### src/rtl/inst_fetch.sv
// Instruction-fetch front end: drives the ROM address, buffers fetched words in a
// 2-entry prefetch FIFO and hands {pc, inst} pairs to decode over valid/ready.
module inst_fetch #(
  parameter logic [31:0] RESET_PC = 32'h0000_0000
) (
  input  logic        clk,
  input  logic        rst,
  output logic [31:0] pc_o,
  output logic        ce_o,
  input  logic [31:0] inst_i,
  input  logic        branch_flag_i,
  input  logic [31:0] branch_target_i,
  input  logic        id_ready_i,
  output logic        id_valid_o,
  output logic [31:0] id_pc_o,
  output logic [31:0] id_inst_o,
  output logic [1:0]  buf_count_o
);

  typedef enum logic {S_BOOT, S_RUN} state_e;

  state_e      state_q;
  logic        ce_q;
  logic [31:0] fetch_pc_q;
  logic [31:0] fetch_pc_d;
  logic [1:0]  count_q;
  logic [1:0]  count_d;
  logic        rd_ptr_q;
  logic        rd_ptr_d;
  logic        wr_ptr_q;
  logic        wr_ptr_d;
  logic [31:0] buf_pc_q   [2];
  logic [31:0] buf_inst_q [2];
  logic        push;
  logic        pop;

  always_ff @(posedge clk or negedge rst) begin
    if (!rst) begin
      state_q <= S_BOOT;
      ce_q    <= 1'b0;
    end else begin
      case (state_q)
        S_BOOT: begin
          state_q <= S_RUN;
          ce_q    <= 1'b1;
        end
        S_RUN: begin
          state_q <= S_RUN;
          ce_q    <= 1'b1;
        end
        default: begin
          state_q <= S_BOOT;
          ce_q    <= 1'b0;
        end
      endcase
    end
  end

  // A redirect hides the head entry so decode can never consume a stale instruction.
  assign id_valid_o = (count_q != 2'd0) && !branch_flag_i;
  assign pop        = id_valid_o && id_ready_i;
  assign push       = ce_q && !branch_flag_i && ((count_q != 2'd2) || pop);

  always_comb begin
    fetch_pc_d = fetch_pc_q;
    count_d    = count_q;
    rd_ptr_d   = rd_ptr_q;
    wr_ptr_d   = wr_ptr_q;
    if (branch_flag_i) begin
      fetch_pc_d = {branch_target_i[31:2], 2'b00};
      count_d    = 2'd0;
      rd_ptr_d   = 1'b0;
      wr_ptr_d   = 1'b0;
    end else begin
      if (push) begin
        fetch_pc_d = fetch_pc_q + 32'd4;
        wr_ptr_d   = ~wr_ptr_q;
      end
      if (pop) begin
        rd_ptr_d = ~rd_ptr_q;
      end
      count_d = count_q + {1'b0, push} - {1'b0, pop};
    end
  end

  always_ff @(posedge clk or negedge rst) begin
    if (!rst) begin
      fetch_pc_q <= RESET_PC;
      count_q    <= 2'd0;
      rd_ptr_q   <= 1'b0;
      wr_ptr_q   <= 1'b0;
    end else begin
      fetch_pc_q <= fetch_pc_d;
      count_q    <= count_d;
      rd_ptr_q   <= rd_ptr_d;
      wr_ptr_q   <= wr_ptr_d;
    end
  end

  genvar gi;
  generate
    for (gi = 0; gi < 2; gi++) begin : g_entry
      always_ff @(posedge clk or negedge rst) begin
        if (!rst) begin
          buf_pc_q[gi]   <= 32'd0;
          buf_inst_q[gi] <= 32'd0;
        end else if (push && (wr_ptr_q == 1'(gi))) begin
          buf_pc_q[gi]   <= fetch_pc_q;
          buf_inst_q[gi] <= inst_i;
        end
      end
    end
  endgenerate

  assign pc_o        = fetch_pc_q;
  assign ce_o        = ce_q;
  assign id_pc_o     = buf_pc_q[rd_ptr_q];
  assign id_inst_o   = buf_inst_q[rd_ptr_q];
  assign buf_count_o = count_q;

endmodule

### config.mk
export PLATFORM = sky130hd
export DESIGN_NAME = inst_fetch
export DESIGN_NICKNAME = d
export VERILOG_FILES = /design/src/rtl/inst_fetch.sv
export SDC_FILE = /design/constraint.sdc
export NUM_CORES = 1
export LEC_CHECK = 0
export ABC_AREA = 1
export ABC_CLOCK_PERIOD_IN_PS = 1700
export CORE_MARGIN = 10
export CORE_UTILIZATION = 46
export DETAILED_ROUTE_END_ITERATION = 6
export GPL_ROUTABILITY_DRIVEN = 0
export PLACE_DENSITY = 0.76
export RECOVER_POWER = 100
export SETUP_SLACK_MARGIN = 0.05
export SYNTH_ARGS = -nofsm -noshare
export SYNTH_HDL_FRONTEND = slang
export SYNTH_SLANG_ARGS = --single-unit
### constraint.sdc
create_clock -name clk -period 1.7 [get_ports clk]
set_clock_uncertainty 0.15 [all_clocks]
set_input_delay 0.17 -clock clk [delete_from_list [all_inputs] [get_ports clk]]
set_output_delay 0.17 -clock clk [all_outputs]
set_load 0.02 [all_outputs]
; ---- Yosys cells after proc, flatten, opt, wreduce, memory -nomap -nowiden
; Index checks and enable logic that the tools add are counted.
[word_totals]
register_bits = 165
inputBits = 68
out_inout_bits = 100
word_cells = 41
[op_classes]
add_sub_neg = 3
order_cmp = 1
n_eq_ne = 1
mux = 13
bitwise_logic = 3
n_reduce_logical = 11
[ops]
columns = op, count
row1 = 32-bit two-way mux, 8
row2 = 32-bit by 3-bit adder with 32-bit output (second input constant), 1
row3 = 1-bit logical AND, 6
row4 = 2-bit nonzero test, 3
row5 = 1-bit two-way mux, 4
row6 = 2-bit by 1-bit adder with 2-bit output, 1
row7 = 2-bit greater-or-equal comparator (second input constant), 1
row8 = 2-bit two-way mux, 1
row9 = 2-bit inequality test (second input constant), 1
row10 = 1-bit NOT, 2
row11 = 1-bit NOT with 2-bit output, 1
row12 = 2-bit by 1-bit subtractor with 2-bit output, 1
row13 = 1-bit logical NOT, 1
row14 = 1-bit logical OR, 1

; ---- Logic depth before layout (Yosys ltp)
[logic_depth]
depth_word = 8
ltp_mapped = 11
ltp_nobuf = 10

; ---- Worst setup path before layout
; No wires, ideal clock.
[synth_path]
path_kind = reg2reg
start = register count_q[1] (netlist: buf_count_o[1])
end = register count_q[1] (netlist: buf_count_o[1])
arrival_time_ns = 1.677
t_required_ns = 1.418
path_slack_ns = -0.258
path_stages_with_launch = 12
path_buffers = 1
cell_sequence = dfrtp_1 -> inv_1 -> nand2_1 -> nand3_2 -> nand2_1 -> nand2_2 -> buf_2 -> ha_1 -> inv_1 -> ha_1 -> xor2_1 -> nor2_1
[synth_between]
elab_chain_cells = 8
elab_cells_between_ends = 9
cone_classes = 2 x add/sub / 1 x eq/ne / 1 x mux / 5 x reduce/logical
[synth_rtl]
columns = element, line_no
row1 = start: declaration, 26  ; logic [1:0] count_q;
row2 = start signal: assignment, 94  ; count_q <= count_d;
row3 = 2-bit nonzero test, 60  ; assign id_valid_o = (count_q != 2'd0) && !branch_flag_i;
row4 = 1-bit logical AND, 60
row5 = 1-bit logical AND, 61  ; assign pop = id_valid_o && id_ready_i;
row6 = 1-bit logical OR, 62  ; assign push = ce_q && !branch_flag_i && ((count_q != 2'd2) || pop);
row7 = 1-bit logical AND, 62
row8 = 2-bit by 1-bit adder with 2-bit output, 82  ; count_d = count_q + {1'b0, push} - {1'b0, pop};
row9 = 2-bit by 1-bit subtractor with 2-bit output (*), 82
row10 = 2-bit two-way mux (*), 69  ; if (branch_flag_i) begin
row11 = named net count_d[1], 27  ; logic [1:0] count_d;
; The timed path passes the listed nets; every way through them passes the cells marked *.
; A chain may end at the register's enable or synchronous reset.

; ---- Final worst setup path
[layout_path]
start = register rd_ptr_q
end = output id_pc_o[11]
[layout_between]
elab_chain_cells = 4
[layout_rtl]
columns = element, line_no
row1 = start: declaration, 28  ; logic rd_ptr_q;
row2 = start signal: assignment, 95  ; rd_ptr_q <= rd_ptr_d;
row3 = 1-bit NOT with 2-bit output (not written as such), 117  ; assign id_pc_o = buf_pc_q[rd_ptr_q];
row4 = 32-bit two-way mux (not written as such) (3 in series), 117
row5 = end: declaration, 15  ; output logic [31:0] id_pc_o,
; Every way passes these cells. The select of a mux whose other input is x is not followed.

==> summary.md <==
| Metric | Value |
|---|---|
| Status | complete, but fails checks |
| Failing checks | negative setup slack |
| Switching Fraction | 0.364 |
| Critical path type | reg -> out |
| Slew @ Worst Pin | roughly 0.7 ns |
| Data arrival, critical path | 1.73 ns |
| Bufs on Longest Clock Path | 2 |
| NetSw | between 6 and 7 mW |
| Routed wire per std cell | between 20 and 25 um |
| Maximum VDD drop | roughly 660 uV |
| Die height | roughly 150 um |
| Seq/Total Area, Yosys | 0.508 |
| Post-synthesis mux area share | 0.0892 |
| Antenna Nets Post-Route | 0 |
| Gr busiest metal | met2 |
| Vias per inst | ~5.4 |
| Initial cell density of the core | 0.470 |
| Max-slew violations | 0 |
| Post-Synth Simple-Gate Area | 0.209 |
| Flops & latches, synth | between 150 and 200 |
| 1st-iter DRT viols | ~540 |
| M3 GR Usage | 0.0474 |
| DRC | 0 |
| Site Rows | 47 |
| Synth Area in Compound Gates | 0.0944 |
| Int Pwr | 11.0 mW |
| Final worst slack | -0.347 ns |
| Mapped Avg Cell Area | approximately 8.5 sq um |
| Cell Area, Synth | around 0.0078 sq mm |
| CTS tree | done |
| DIE AREA | approximately 0.023 sq mm |
| Area growth syn-to-layout | 61.0% |
| Post-synth top flop | dfrtp_1 |
| Largest stage delay, worst path | 0.46 ns |
| Fin crit share | 1.20 |
| Hold Crit Class | in -> reg |
| Global route total overflow | 0 |
| Fin util | 0.757 |
| Area of the multi-input gates | roughly 0.004 sq mm |
| Post-synth EDFFs | 0 |
| Top cell type's share of synthesized area | 0.508 |
| Clk pwr share | 0.223 |
| Count leader, synth | nand2_1 |
| Num CTS Buffers | 17 |
| Initial antenna violation count | 0 |
| Yosys cell types | 27 |
| Share of flip-flops with an asynchronous set or reset | 1.00 |
| CP cell instances | buf_12 > buf_12 > buf_6 > mux2_4 > buf_6 |
| Sequential Area | 0.00399 sq mm |
| Reg clk slew, reported paths | ~0.060 ns |
| WL final | a little under 30 mm |
| Final setup fails | between 200 and 250 |
| Gr usage total | 0.184 |
| DPL Wire Length | 14.9 mm |
| Synth warn | 0 |
| Vias in the first global route | approximately 6500 |
| Area leader, netlist | dfrtp_1 |
| N_diodes | 0 |
| Post-synthesis cell count | slightly above 900 |
| Placed Area | just under 0.01 sq mm |
| Chip width | between 150 and 200 um |
| Placed cell count | between 1000 and 1500 |
| Tmin final | 2.05 ns |
| Register-to-register setup slack | -0.24 ns |
| H-tree levels | 4 |
| Commonest cells post-synth | 270 x nand2_1, 159 x dfrtp_1, 105 x o21ai_1 |
| Vias | ~7600 |
| I/O pins | approximately 170 |
| Critical-path top delay cell | dfrtp_2 |
| Synth Area in XOR/XNOR | 0.00671 |
| Final hold vios | 0 |
| GR Util met2 | 0.282 |
| Seq pwr share | 0.355 |
| P per Cell Area | 1370 mW/mm^2 |
| Final #Nets | roughly 1200 |
| Clock Latency Late Sink | 0.42 ns |
| Final non-filler cell total | about 1400 |
| FMAX | 489 MHz |
| Largest net degree at the start of global routing | 53 |
| Top post-synthesis cells by area | dfrtp_1 51%, nand2_1 13%, mux2_2 8.9%, o21ai_1 6.7%, nand3_1 4.7% |
| Element type at the critical path end | output port |
| # fillers | approximately 1100 |
| Layout Cell Area excl Fill | approximately 0.013 sq mm |
| Largest family of logic cells by synthesized area | simple AND/OR/NAND/NOR gates |
| Slew margin rel. | 0.521 |
| Fin Hold WS | about 0.16 ns |
| Fraction of layout cells with a size suffix above 1 | 0.398 |
| P_leak | just over 6 nW |
| Adder-Cell Fraction of Synth Area | 0.00479 |
| Critical path data required time | roughly 1.4 ns |
| Startpoint types | flop |
| TritonRoute pass-1 iters | 5 |
| Max_cap viols | 0 |
| Port bufs | ~160 |
| Core ar. | about 0.017 sq mm |
| Met1 GRT Util | 0.250 |
| Sink Count | between 150 and 200 |
| Unrepaired setup endpoints after global routing | yes |
| First-pass GRT wire length | ~33 mm |
| Power share of the combinational group | 0.422 |
| CTS Root Cell | clkbuf_16 |
| Worst Path Max Fanout | 5 |
## stage by stage
step	setup slack, ns	TNS (ns)	total power [mW]
floorplan	-0.116	-0.214	8.92
global placement	-0.248	-32.51	11.3
detailed placement	-0.290	-40.13	11.4
CTS	-0.393	-19.91	14.8
global route	-0.378	-56.55	18.0
finish	-0.347	-41.19	17.3
## critical path: cells and delay by family, from the launching register on
family	cells	cell delay, ns
flops	1	0.46
buf+inv	4	0.54
mux	1	0.31
## registers in the layout (all words and copies together), names as in the netlist
signal       count
buf_count_o      2
buf_inst_q      64
buf_pc_q        60
ce_o             1
pc_o            30
rd_ptr_q         1
wr_ptr_q         1
## kinds of logic after synthesis
group | count (synthesis)
and+or+nand+nor | 399
DFF | 159
AOI/OAI and AO/OA | 144
buffers and inverters | 143
muxes | 62
xor gates and xnor gates | 6
adders and majority gates | 3
other | 2
## final cells by class
cell class / instances / share of cell area
well taps: 220 / 0.0218
clock buffers: 20 / 0.0354
clock inverters: 11 / 0.0112
flip-flops and latches: 159 / 0.317
multi-input cells: 624 / 0.326
repair buffers: 274 / 0.259
inverters: 94 / 0.0295
## path summary, 6_finish.rpt
check                               startpoint        endpoint  cells past startpoint
max in group asynchronous                  rst  buf_inst_q[63]                      3
min in group asynchronous                  rst  buf_inst_q[47]                      2
hold / removal             branch_target_i[16]        pc_o[16]                      3
setup / recovery                      rd_ptr_q     id_pc_o[11]                      5
setup reg to reg                buf_count_o[0]  buf_inst_q[41]                     11
hold reg to reg                   buf_pc_q[57]    buf_pc_q[57]                      2
## cell usage in the layout (no fill, tap or decap), types with 7 or more instances in the layout
| master | instances |
|---|---|
| buf_6 | 55 |
| nand3_2 | 9 |
| clkdlybuf4s50_1 | 64 |
| o21ai_1 | 48 |
| o21ai_0 | 14 |
| nand2_4 | 18 |
| mux2_2 | 31 |
| nand2_1 | 193 |
| dlygate4sd2_1 | 31 |
| dfrtp_1 | 152 |
| buf_8 | 12 |
| nand3_1 | 66 |
| inv_1 | 85 |
| nand2_8 | 7 |
| o21ai_2 | 76 |
| buf_12 | 18 |
| buf_4 | 34 |
| buf_2 | 18 |
| nand2_2 | 61 |
| clkbuf_16 | 43 |
| mux2_4 | 31 |
| nor2_1 | 32 |
| nor2_2 | 10 |
## routing by layer
layer,vias up,routed length (um),part of all wire
met5,-,0,0
met4,0,619,0.021
met3,56,2420,0.082
met2,370,14900,0.50
met1,3677,11600,0.39
li1,3487,-,-
## repair_timing
item | 4_1_cts | 5_1_grt
hold buffers | 1 | 0
setup endpoints to repair | 215 | 205
pin swaps | 5 | 21
gates resized for setup | 195 | 491
cloned | 0 | 48
buffers inserted | 3 | 28
endpoints found under the hold margin | 159 | 0
## power groups by stage
stage | Combinational (mW) | Clock (mW) | Sequential [mW]
global route | 7.72 | 4.06 | 6.26
CTS | 5.17 | 3.87 | 5.81
floorplan | 3.17 | 0 | 5.75
finish | 7.29 | 3.86 | 6.14
detailed placement | 5.54 | 0 | 5.86
global placement | 5.43 | 0 | 5.83
(Power assumes the default switching activity.)
